## config.mk

```make
export PLATFORM = sky130hd
export DESIGN_NAME = instruction_fetch_unit_flat
export DESIGN_NICKNAME = d
export VERILOG_FILES = /design/src/rtl/instruction_fetch_unit_pkg.sv /design/src/rtl/instruction_fetch_unit_if.sv /design/src/rtl/instruction_fetch_unit_timeout_counter.sv /design/src/rtl/instruction_fetch_unit.sv /design/src/flat_wrapper.sv
export SDC_FILE = /design/constraint.sdc
export NUM_CORES = 1
export LEC_CHECK = 0
export CORE_AREA = 4 4 111 113
export CTS_CLUSTER_DIAMETER = 60
export DETAILED_ROUTE_END_ITERATION = 8
export DIE_AREA = 0 0 115 117
export GPL_ROUTABILITY_DRIVEN = 0
export PLACE_DENSITY = 0.75
export RECOVER_POWER = 100
export SYNTH_ARGS = -nofsm -noshare
export SYNTH_HDL_FRONTEND = slang
export SYNTH_SLANG_ARGS = --single-unit
```

## constraint.sdc

```tcl
create_clock -name clock -period 3.45 [get_ports clock]
set_input_delay 0.5175 -clock clock [delete_from_list [all_inputs] [get_ports clock]]
set_output_delay 0.5175 -clock clock [all_outputs]
set_load 0.02 [all_outputs]
```

## src/rtl/instruction_fetch_unit_pkg.sv

```systemverilog
// Shared types and constants for the instruction fetch stage and its PC neighbour.
package instruction_fetch_unit_pkg;

    localparam int WORD_ADDR_W = 32;

    typedef logic [WORD_ADDR_W-1:0] word_t;

    localparam word_t NOP_DEFAULT = 32'h0000_0000;

    typedef enum logic [1:0] {
        ST_IDLE  = 2'd0,
        ST_REQ   = 2'd1,
        ST_HOLD  = 2'd2,
        ST_FAULT = 2'd3
    } fetch_state_t;

endpackage

```

## src/rtl/instruction_fetch_unit_if.sv

```systemverilog
// Bundle of PC, instruction-memory and decoder signals seen by the fetch stage.
interface instruction_fetch_unit_if;
    import instruction_fetch_unit_pkg::*;

    word_t instruction_address;
    logic  halt_temporarily_signal;
    word_t mem_addr;
    logic  mem_req;
    logic  mem_ack;
    word_t mem_rdata;
    word_t instruction;
    word_t fetched_address;
    logic  instruction_valid;
    logic  decode_ready;
    logic  flush;
    logic  fetch_fault;

    // master = the fetch unit itself
    modport master (
        input  instruction_address, mem_ack, mem_rdata, decode_ready, flush,
        output halt_temporarily_signal, mem_addr, mem_req, instruction,
               fetched_address, instruction_valid, fetch_fault
    );

    modport slave (
        output instruction_address, mem_ack, mem_rdata, decode_ready, flush,
        input  halt_temporarily_signal, mem_addr, mem_req, instruction,
               fetched_address, instruction_valid, fetch_fault
    );

endinterface

```

## src/rtl/instruction_fetch_unit_timeout_counter.sv

```systemverilog
// Counts cycles a memory request has waited; expired flags the last allowed cycle.
module fetch_timeout_counter #(
    parameter int TIMEOUT_CYCLES = 16
) (
    input  logic clock,
    input  logic reset,
    input  logic clear,
    input  logic enable,
    output logic expired
);

    localparam int CW = $clog2(TIMEOUT_CYCLES + 1);
    localparam logic [CW-1:0] LAST = CW'(TIMEOUT_CYCLES - 1);
    localparam logic [CW-1:0] SAT  = CW'(TIMEOUT_CYCLES);

    logic [CW-1:0] count;

    // Saturates rather than wrapping so a stuck enable can never re-arm the timeout.
    always_ff @(posedge clock or posedge reset) begin
        if (reset)
            count <= '0;
        else if (clear)
            count <= '0;
        else if (enable && count != SAT)
            count <= count + CW'(1);
    end

    assign expired = (count == LAST);

endmodule

```

## src/rtl/instruction_fetch_unit.sv

```systemverilog
// Fetch stage: latches the PC address, reads instruction memory, holds the word for decode.
module instruction_fetch_unit
    import instruction_fetch_unit_pkg::*;
#(
    parameter int    TIMEOUT_CYCLES  = 16,
    parameter word_t NOP_INSTRUCTION = NOP_DEFAULT
) (
    input  logic clock,
    input  logic reset,
    instruction_fetch_unit_if.master bus
);

    fetch_state_t state, next_state;
    logic discard;
    logic cnt_clear, cnt_en, expired;
    logic take_data;

    fetch_timeout_counter #(
        .TIMEOUT_CYCLES(TIMEOUT_CYCLES)
    ) u_timeout (
        .clock   (clock),
        .reset   (reset),
        .clear   (cnt_clear),
        .enable  (cnt_en),
        .expired (expired)
    );

    assign take_data = bus.mem_ack && !discard && !bus.flush;

    always_ff @(posedge clock or posedge reset) begin
        if (reset) state <= ST_IDLE;
        else       state <= next_state;
    end

    always_comb begin
        next_state = state;
        cnt_clear  = 1'b0;
        cnt_en     = 1'b0;
        case (state)
            ST_IDLE: begin
                next_state = ST_REQ;
                cnt_clear  = 1'b1;
            end
            ST_REQ: begin
                // Ack beats timeout when both land in the same cycle.
                if (bus.mem_ack)
                    next_state = take_data ? ST_HOLD : ST_IDLE;
                else if (expired)
                    next_state = ST_FAULT;
                else
                    cnt_en = 1'b1;
            end
            ST_HOLD: begin
                if (bus.flush || bus.decode_ready)
                    next_state = ST_IDLE;
            end
            ST_FAULT: next_state = ST_FAULT;
            default:  next_state = ST_IDLE;
        endcase
    end

    always_ff @(posedge clock or posedge reset) begin
        if (reset) begin
            bus.mem_addr          <= '0;
            bus.mem_req           <= 1'b0;
            bus.instruction       <= NOP_INSTRUCTION;
            bus.fetched_address   <= '0;
            bus.instruction_valid <= 1'b0;
            bus.fetch_fault       <= 1'b0;
            discard               <= 1'b0;
        end else begin
            case (state)
                ST_IDLE: begin
                    bus.mem_addr <= bus.instruction_address;
                    bus.mem_req  <= 1'b1;
                end
                ST_REQ: begin
                    if (bus.mem_ack) begin
                        bus.mem_req <= 1'b0;
                        discard     <= 1'b0;
                        if (take_data) begin
                            bus.instruction       <= bus.mem_rdata;
                            bus.fetched_address   <= bus.mem_addr;
                            bus.instruction_valid <= 1'b1;
                        end
                    end else begin
                        // A flushed request stays on the bus until memory answers it.
                        if (bus.flush)
                            discard <= 1'b1;
                        if (expired) begin
                            bus.mem_req     <= 1'b0;
                            bus.fetch_fault <= 1'b1;
                        end
                    end
                end
                ST_HOLD: begin
                    if (bus.flush) begin
                        bus.instruction_valid <= 1'b0;
                        bus.instruction       <= NOP_INSTRUCTION;
                    end else if (bus.decode_ready) begin
                        bus.instruction_valid <= 1'b0;
                    end
                end
                default: ;
            endcase
        end
    end

    // PC is released only in the cycle the decoder actually consumes the word.
    assign bus.halt_temporarily_signal =
        !reset && !(state == ST_HOLD && bus.decode_ready && !bus.flush);

endmodule
```

## src/flat_wrapper.sv

```systemverilog
// flat-port wrapper written by rule: the top's interface ports become plain ports
module instruction_fetch_unit_flat import instruction_fetch_unit_pkg::*;
#(
    parameter int    TIMEOUT_CYCLES  = 16,
    parameter word_t NOP_INSTRUCTION = NOP_DEFAULT
)
  (clock, reset, bus_instruction_address, bus_mem_ack, bus_mem_rdata, bus_decode_ready, bus_flush, bus_halt_temporarily_signal, bus_mem_addr, bus_mem_req, bus_instruction, bus_fetched_address, bus_instruction_valid, bus_fetch_fault);
  instruction_fetch_unit_if bus_i ();
  input  logic clock;
  input  logic reset;
  input wire logic [$bits(bus_i.instruction_address)-1:0] bus_instruction_address;
  input wire logic [$bits(bus_i.mem_ack)-1:0] bus_mem_ack;
  input wire logic [$bits(bus_i.mem_rdata)-1:0] bus_mem_rdata;
  input wire logic [$bits(bus_i.decode_ready)-1:0] bus_decode_ready;
  input wire logic [$bits(bus_i.flush)-1:0] bus_flush;
  output wire logic [$bits(bus_i.halt_temporarily_signal)-1:0] bus_halt_temporarily_signal;
  output wire logic [$bits(bus_i.mem_addr)-1:0] bus_mem_addr;
  output wire logic [$bits(bus_i.mem_req)-1:0] bus_mem_req;
  output wire logic [$bits(bus_i.instruction)-1:0] bus_instruction;
  output wire logic [$bits(bus_i.fetched_address)-1:0] bus_fetched_address;
  output wire logic [$bits(bus_i.instruction_valid)-1:0] bus_instruction_valid;
  output wire logic [$bits(bus_i.fetch_fault)-1:0] bus_fetch_fault;
  assign bus_i.instruction_address = bus_instruction_address;
  assign bus_i.mem_ack = bus_mem_ack;
  assign bus_i.mem_rdata = bus_mem_rdata;
  assign bus_i.decode_ready = bus_decode_ready;
  assign bus_i.flush = bus_flush;
  assign bus_halt_temporarily_signal = bus_i.halt_temporarily_signal;
  assign bus_mem_addr = bus_i.mem_addr;
  assign bus_mem_req = bus_i.mem_req;
  assign bus_instruction = bus_i.instruction;
  assign bus_fetched_address = bus_i.fetched_address;
  assign bus_instruction_valid = bus_i.instruction_valid;
  assign bus_fetch_fault = bus_i.fetch_fault;
  instruction_fetch_unit #(.TIMEOUT_CYCLES(TIMEOUT_CYCLES), .NOP_INSTRUCTION(NOP_INSTRUCTION)) u_core (.clock(clock), .reset(reset), .bus(bus_i));
endmodule
```

Word level (Yosys, flattened, before mapping)

Cells that the tools add are included.

Add/sub/neg operators: 1
Equality and inequality tests: 11
Mux-type cells: 25
Bitwise gates (word level): 1
Reductions and logical operators: 23

Operators by type and width:

| operator                                                                | count |
|---|---|
| 32-bit two-way mux                                                      | 3 |
| 32-bit one-hot mux with 2 select lines                                  | 1 |
| 1-bit two-way mux                                                       | 12 |
| 5-bit two-way mux                                                       | 2 |
| 2-bit two-way mux                                                       | 4 |
| 2-bit one-hot mux with 4 select lines                                   | 1 |
| 4-bit AND reduction                                                     | 2 |
| 2-bit nonzero test                                                      | 4 |
| 1-bit logical AND                                                       | 6 |
| 2-bit AND reduction                                                     | 3 |
| 3-bit AND reduction                                                     | 2 |
| 5-bit by 1-bit adder with 5-bit output, second input constant           | 1 |
| 5-bit by 4-bit == test with 1-bit output, second input constant         | 1 |
| 5-bit inequality test, second input constant                            | 1 |
| 2-bit == test, second input constant                                    | 2 |
| 1-bit zero test                                                         | 4 |
| 2-bit by 1-bit inequality test with 1-bit output, second input constant | 2 |
| 2-bit inequality test, second input constant                            | 2 |
| 1-bit one-hot mux with 2 select lines                                   | 2 |
| 3-bit by 2-bit inequality test with 1-bit output, second input constant | 1 |
| 3-bit inequality test, second input constant                            | 1 |
| 2-bit by 1-bit == test with 1-bit output, second input constant         | 1 |
| 2-bit zero test                                                         | 1 |
| 1-bit logical OR                                                        | 1 |
| 1-bit NOT                                                               | 1 |

Flip-flop bits (word level): 107
Output and inout port bits: 100

Longest topological paths before layout

Depth in word-level cells: 7
Mapped depth: 6
Depth with buffers taken out: 6

Modules after synthesis

From an unflattened synthesis, not the netlist that was laid out.

Cells, all modules: 331
Area total of the unflattened synthesis: 4352.9 µm²

By module, submodules not included:

| module                 | times used | cells an instance | area each (µm²) | sequential area each (µm²) |
|---|---|---|---|---|
| instruction_fetch_unit | 1          | 301               | 4055.1          | 2552.4 |
| fetch_timeout_counter  | 1          | 30                | 297.8           | 125.1 |

Worst setup path after synthesis

No wires, ideal clock.

Kind: flip-flop to flip-flop
Start: register u_core.u_timeout.count[0]
End: register u_core.u_timeout.count[0]
Library setup time: 79 ps
Arrival time: 1872 ps
Path slack: 1498 ps
Stages on the path, launching flop included: 7
Buffers on the path: 0
Cell sequence: dfrtp_1 -> ha_1 -> and3_1 -> ha_1 -> nor4b_1 -> o31a_2 -> mux2i_1

Word-level cells in the longest chain between the ends: 6

Ends and longest elaborated chain:

| what                                     | line                                         | text |
|---|---|---|
| from (decl)                              | instruction_fetch_unit_timeout_counter.sv:16 | `logic [CW-1:0] count;` |
| from (signal assigned)                   | instruction_fetch_unit_timeout_counter.sv:25 | `count <= count + CW'(1);` |
| 5-bit by 4-bit == test with 1-bit output | instruction_fetch_unit_timeout_counter.sv:28 | `assign expired = (count == LAST);` |
| 1-bit two-way mux                        | instruction_fetch_unit.sv:48                 | `else if (expired)` |
| 1-bit two-way mux                        | instruction_fetch_unit.sv:46                 | `if (bus.mem_ack)` |
| 1-bit two-way mux                        | instruction_fetch_unit.sv:39                 | `case (state)` |
| 1-bit logical AND                        | instruction_fetch_unit_timeout_counter.sv:24 | `else if (enable && count != SAT)` |
| 2-bit nonzero test (no source line)      | -                                            |  |

Parallel ways exist; a longest one is shown, timed or not. The select of a mux whose other input is x is not followed.
A chain may end at the register's enable or synchronous reset.

Final worst setup path

Start: input bus_flush
End: register u_core.bus.fetched_address[1] (netlist name)

Word-level cells in the longest chain between the ends: 3

Ends and longest elaborated chain:

| what                                 | line                            | text |
|---|---|---|
| from (decl)                          | flat_wrapper.sv:15              | `input wire logic [$bits(bus_i.flush)-1:0] bus_flush;` |
| 1-bit zero test                      | instruction_fetch_unit.sv:28    | `assign take_data = bus.mem_ack && !discard && !bus.flush;` |
| 1-bit logical AND                    | instruction_fetch_unit.sv:28    |  |
| 3-bit AND reduction (no source line) | -                               |  |
| to (signal assigned)                 | instruction_fetch_unit.sv:83    | `bus.fetched_address <= bus.mem_addr;` |
| to (decl)                            | instruction_fetch_unit_if.sv:22 | `fetched_address, instruction_valid, fetch_fault` |

No other way between the ends.

==> out/summary.txt <==
Status -> finished with violations
Violated checks -> max-capacitance violations, max-slew violations
Grt ovf -> 0
Area share of the largest cell type after synthesis -> 0.606
Fillers -> 998
Final WL -> 10700 um
Die Width -> 115 um
Clk buf depth -> 2
CTS Hold Bufs -> 0
Top Ports -> 169
Nets -> 634
CTS root buffer -> clkbuf_16
Top FF cell, synth -> dfrtp_1
Final std cells w/o fill -> 710
Pwr dens -> 881 mW/mm^2
CTS H-tree depth -> 3
Setup violations, final -> 0
Fmax -> 0.380 GHz
Slew Limit Fails -> 38
Initial Utilization -> 0.391
Antenna diode count -> 0
Top Layer Used -> met4
Syn nets -> 468
Sequence of cells on the critical path -> dlygate4sd3_1, nor2_1, nand3_4, clkbuf_2, mux2_2
Post-route ant nets -> 0
Startpoint Class -> input port
Sequential fraction of the synthesis area -> 0.606
Worst-Skew Late Latency -> 0.34 ns
Pleak -> 3.42 nW
Crit path capture type -> flip-flop
Part of the power in registers -> 0.379
Final setup skew -> 0.0132 ns
Mapped cell area -> 0.00442 sq mm
Final Critical Period -> 2.63 ns
First-pass GRT wire length -> 16800 um
PnR worst setup slack -> 0.822 ns
Drt pass-1 iters -> 4
Switching portion of total power -> 0.388
1st-iter DRT viols -> 201
Largest net degree at the start of global routing -> 68
Data required time of the worst path -> 3.66 ns
Dpl ws -> 0.883 ns
Tot Pwr -> 5.69 mW
Placed Instances -> 694
DR vias -> 3296
Port bufs -> 168
Die area -> 0.0135 sq mm
Power Internal -> 3.48 mW
Clock power share -> 0.176
Sink Count -> 107
Synth async-reset ratio -> 1.00
WHS -> 0.487 ns
Drc violations -> 0
Postcts setup bufs -> 0
Post-synth top area cell -> dfrtp_1
PostCTS Resize Cnt -> 0
Synth warnings -> 0
Max cap viols -> 1
RSZ-0062 raised after global routing -> false
Synthesized flop and latch total -> 107
Synth cell count leaders -> nand2_1, dfrtp_1, inv_1
Wire length per cell -> 15.1 um
Slowest CP cell -> clkbuf_2
Peak supply drop -> 0.432 mV
Area Overhead vs Synth -> 46.2%
Crit path buf inv count -> 2
Cells after Synth -> 396
Switching pwr -> 2.21 mW
Top cells by area, synth -> dfrtp_1, nand2_1, mux2i_1, mux2_4, mux2_2
Met3 wire length -> 680 um
Initial antenna violation count -> 0
Comb pwr share -> 0.445
Die Y -> 117 um
Total track usage -> 0.158
Syn Area/Cell -> 11.2 sq um
Final worst path period share -> 0.762
Worst hold-check path type -> flip-flop to flip-flop
Number of flops mapped to enable cells by yosys -> 0
Rows -> 39
Slew margin rel. -> -0.531
Number of CTS-inserted buffers -> 9
Metal2 WL -> 5540 um
Hpwl dp -> 7800 um
Clock Pin Slew Worst Setup and Hold Paths -> 0.07 ns
Critical Path Max Stage Delay -> 0.67 ns
Arrival @ worst endpoint -> 2.84 ns
Met1 Routed Length -> 4400 um
Vias in the first global route -> 3305
Setup Crit Path Kind -> input port to flip-flop
Distinct cells, synth -> 29
TritonCTS clock tree -> built
Worst-Margin Slew -> 2.30 ns
Core area -> 0.0113 sq mm
Ratio of cells with drive above 1 in the final layout -> 0.0723
Crit path max fanout -> 31
Via/cell ratio -> 4.64
CP delay by family, top -> buffers and inverters
Most common cell in the netlist -> nand2_1
Setup tns final -> 0 ns
Fin. Hold Viols -> 0
[power groups by stage]
stage,logic [mW],registers [mW],clock network [mW]
CTS,2.86,2.20,1.03
finish,2.53,2.16,1.00
global route,2.74,2.25,1.07
floorplan,0.855,2.79,0
detailed placement,2.85,2.22,0
global placement,2.78,2.19,0
[per-layer routing]
| layer | global-route usage | vias up |
|---|---|---|
| li1 | - | 1581 |
| met1 | 0.198 | 1618 |
| met2 | 0.272 | 88 |
| met3 | 0.0365 | 9 |
| met4 | 0.0469 | 0 |
| met5 | 0 | - |
[worst paths after layout]
path | to | slack [ns] | from | cells past startpoint
worst max-delay path | u_core.bus.fetched_address[1] | 0.82 | bus_flush | 5
worst min-delay path | u_core.bus.fetched_address[9] | 0.49 | u_core.bus.fetched_address[9] | 1
worst max register to register | u_core.u_timeout.count[3] | 0.85 | u_core.state[1] | 3
worst min register to register | u_core.bus.fetched_address[9] | 0.49 | u_core.bus.fetched_address[9] | 1
max in group asynchronous | u_core.bus.instruction[30] | 1.47 | reset | 3
min in group asynchronous | u_core.bus.fetched_address[29] | 1.07 | reset | 2
[cells by family after synthesis]
| group | synth area share |
|---|---|
| adder cells (fa/ha/maj) | 0.00849 |
| buffers and inverters | 0.0566 |
| flip-flops | 0.606 |
| AND/OR/NAND/NOR | 0.133 |
| AO/OA/AOI/OAI | 0.0190 |
| multiplexers | 0.177 |
[through the flow]
step	cell area (sq um)	util
2_1_floorplan	4420	-
3_3_place_gp	6250	0.552
3_5_place_dp	6250	0.552
4_1_cts	6550	0.578
5_1_grt	6460	0.571
6_report	6460	0.571
[cell type report]
cell class	count	area, sq um	share of cell area
flip-flops and latches	107	2680	0.414
repair buffers	172	1720	0.266
multi-input cells	232	1440	0.223
clock buffers	11	253	0.0391
well taps	143	179	0.0277
inverters	40	150	0.0232
clock inverters	5	42.5	0.00658
[flip-flops by register name (all words and copies together) (netlist names)]
signal / cells
u_core.u_timeout.count: 5
u_core.state: 2
u_core.bus.fetched_address: 32
u_core.discard: 1
u_core.bus.instruction: 32
u_core.bus.fetch_fault: 1
u_core.bus.mem_req: 1
u_core.bus.instruction_valid: 1
u_core.bus.mem_addr: 32
[placed cells by master, fill, tap and decap left out, types with 2 or more instances in the layout]
cell type	n
clkbuf_8	2
clkbuf_16	9
o21ai_0	4
dlygate4sd3_1	103
dfrtp_1	107
mux2i_1	36
ha_1	3
inv_6	2
mux2_1	16
a21oi_1	3
nand2_1	136
mux2_2	15
nor2_1	2
a31o_2	2
inv_1	39
clkdlybuf4s50_1	65
Note: power is estimated with default switching activity, not from simulation.
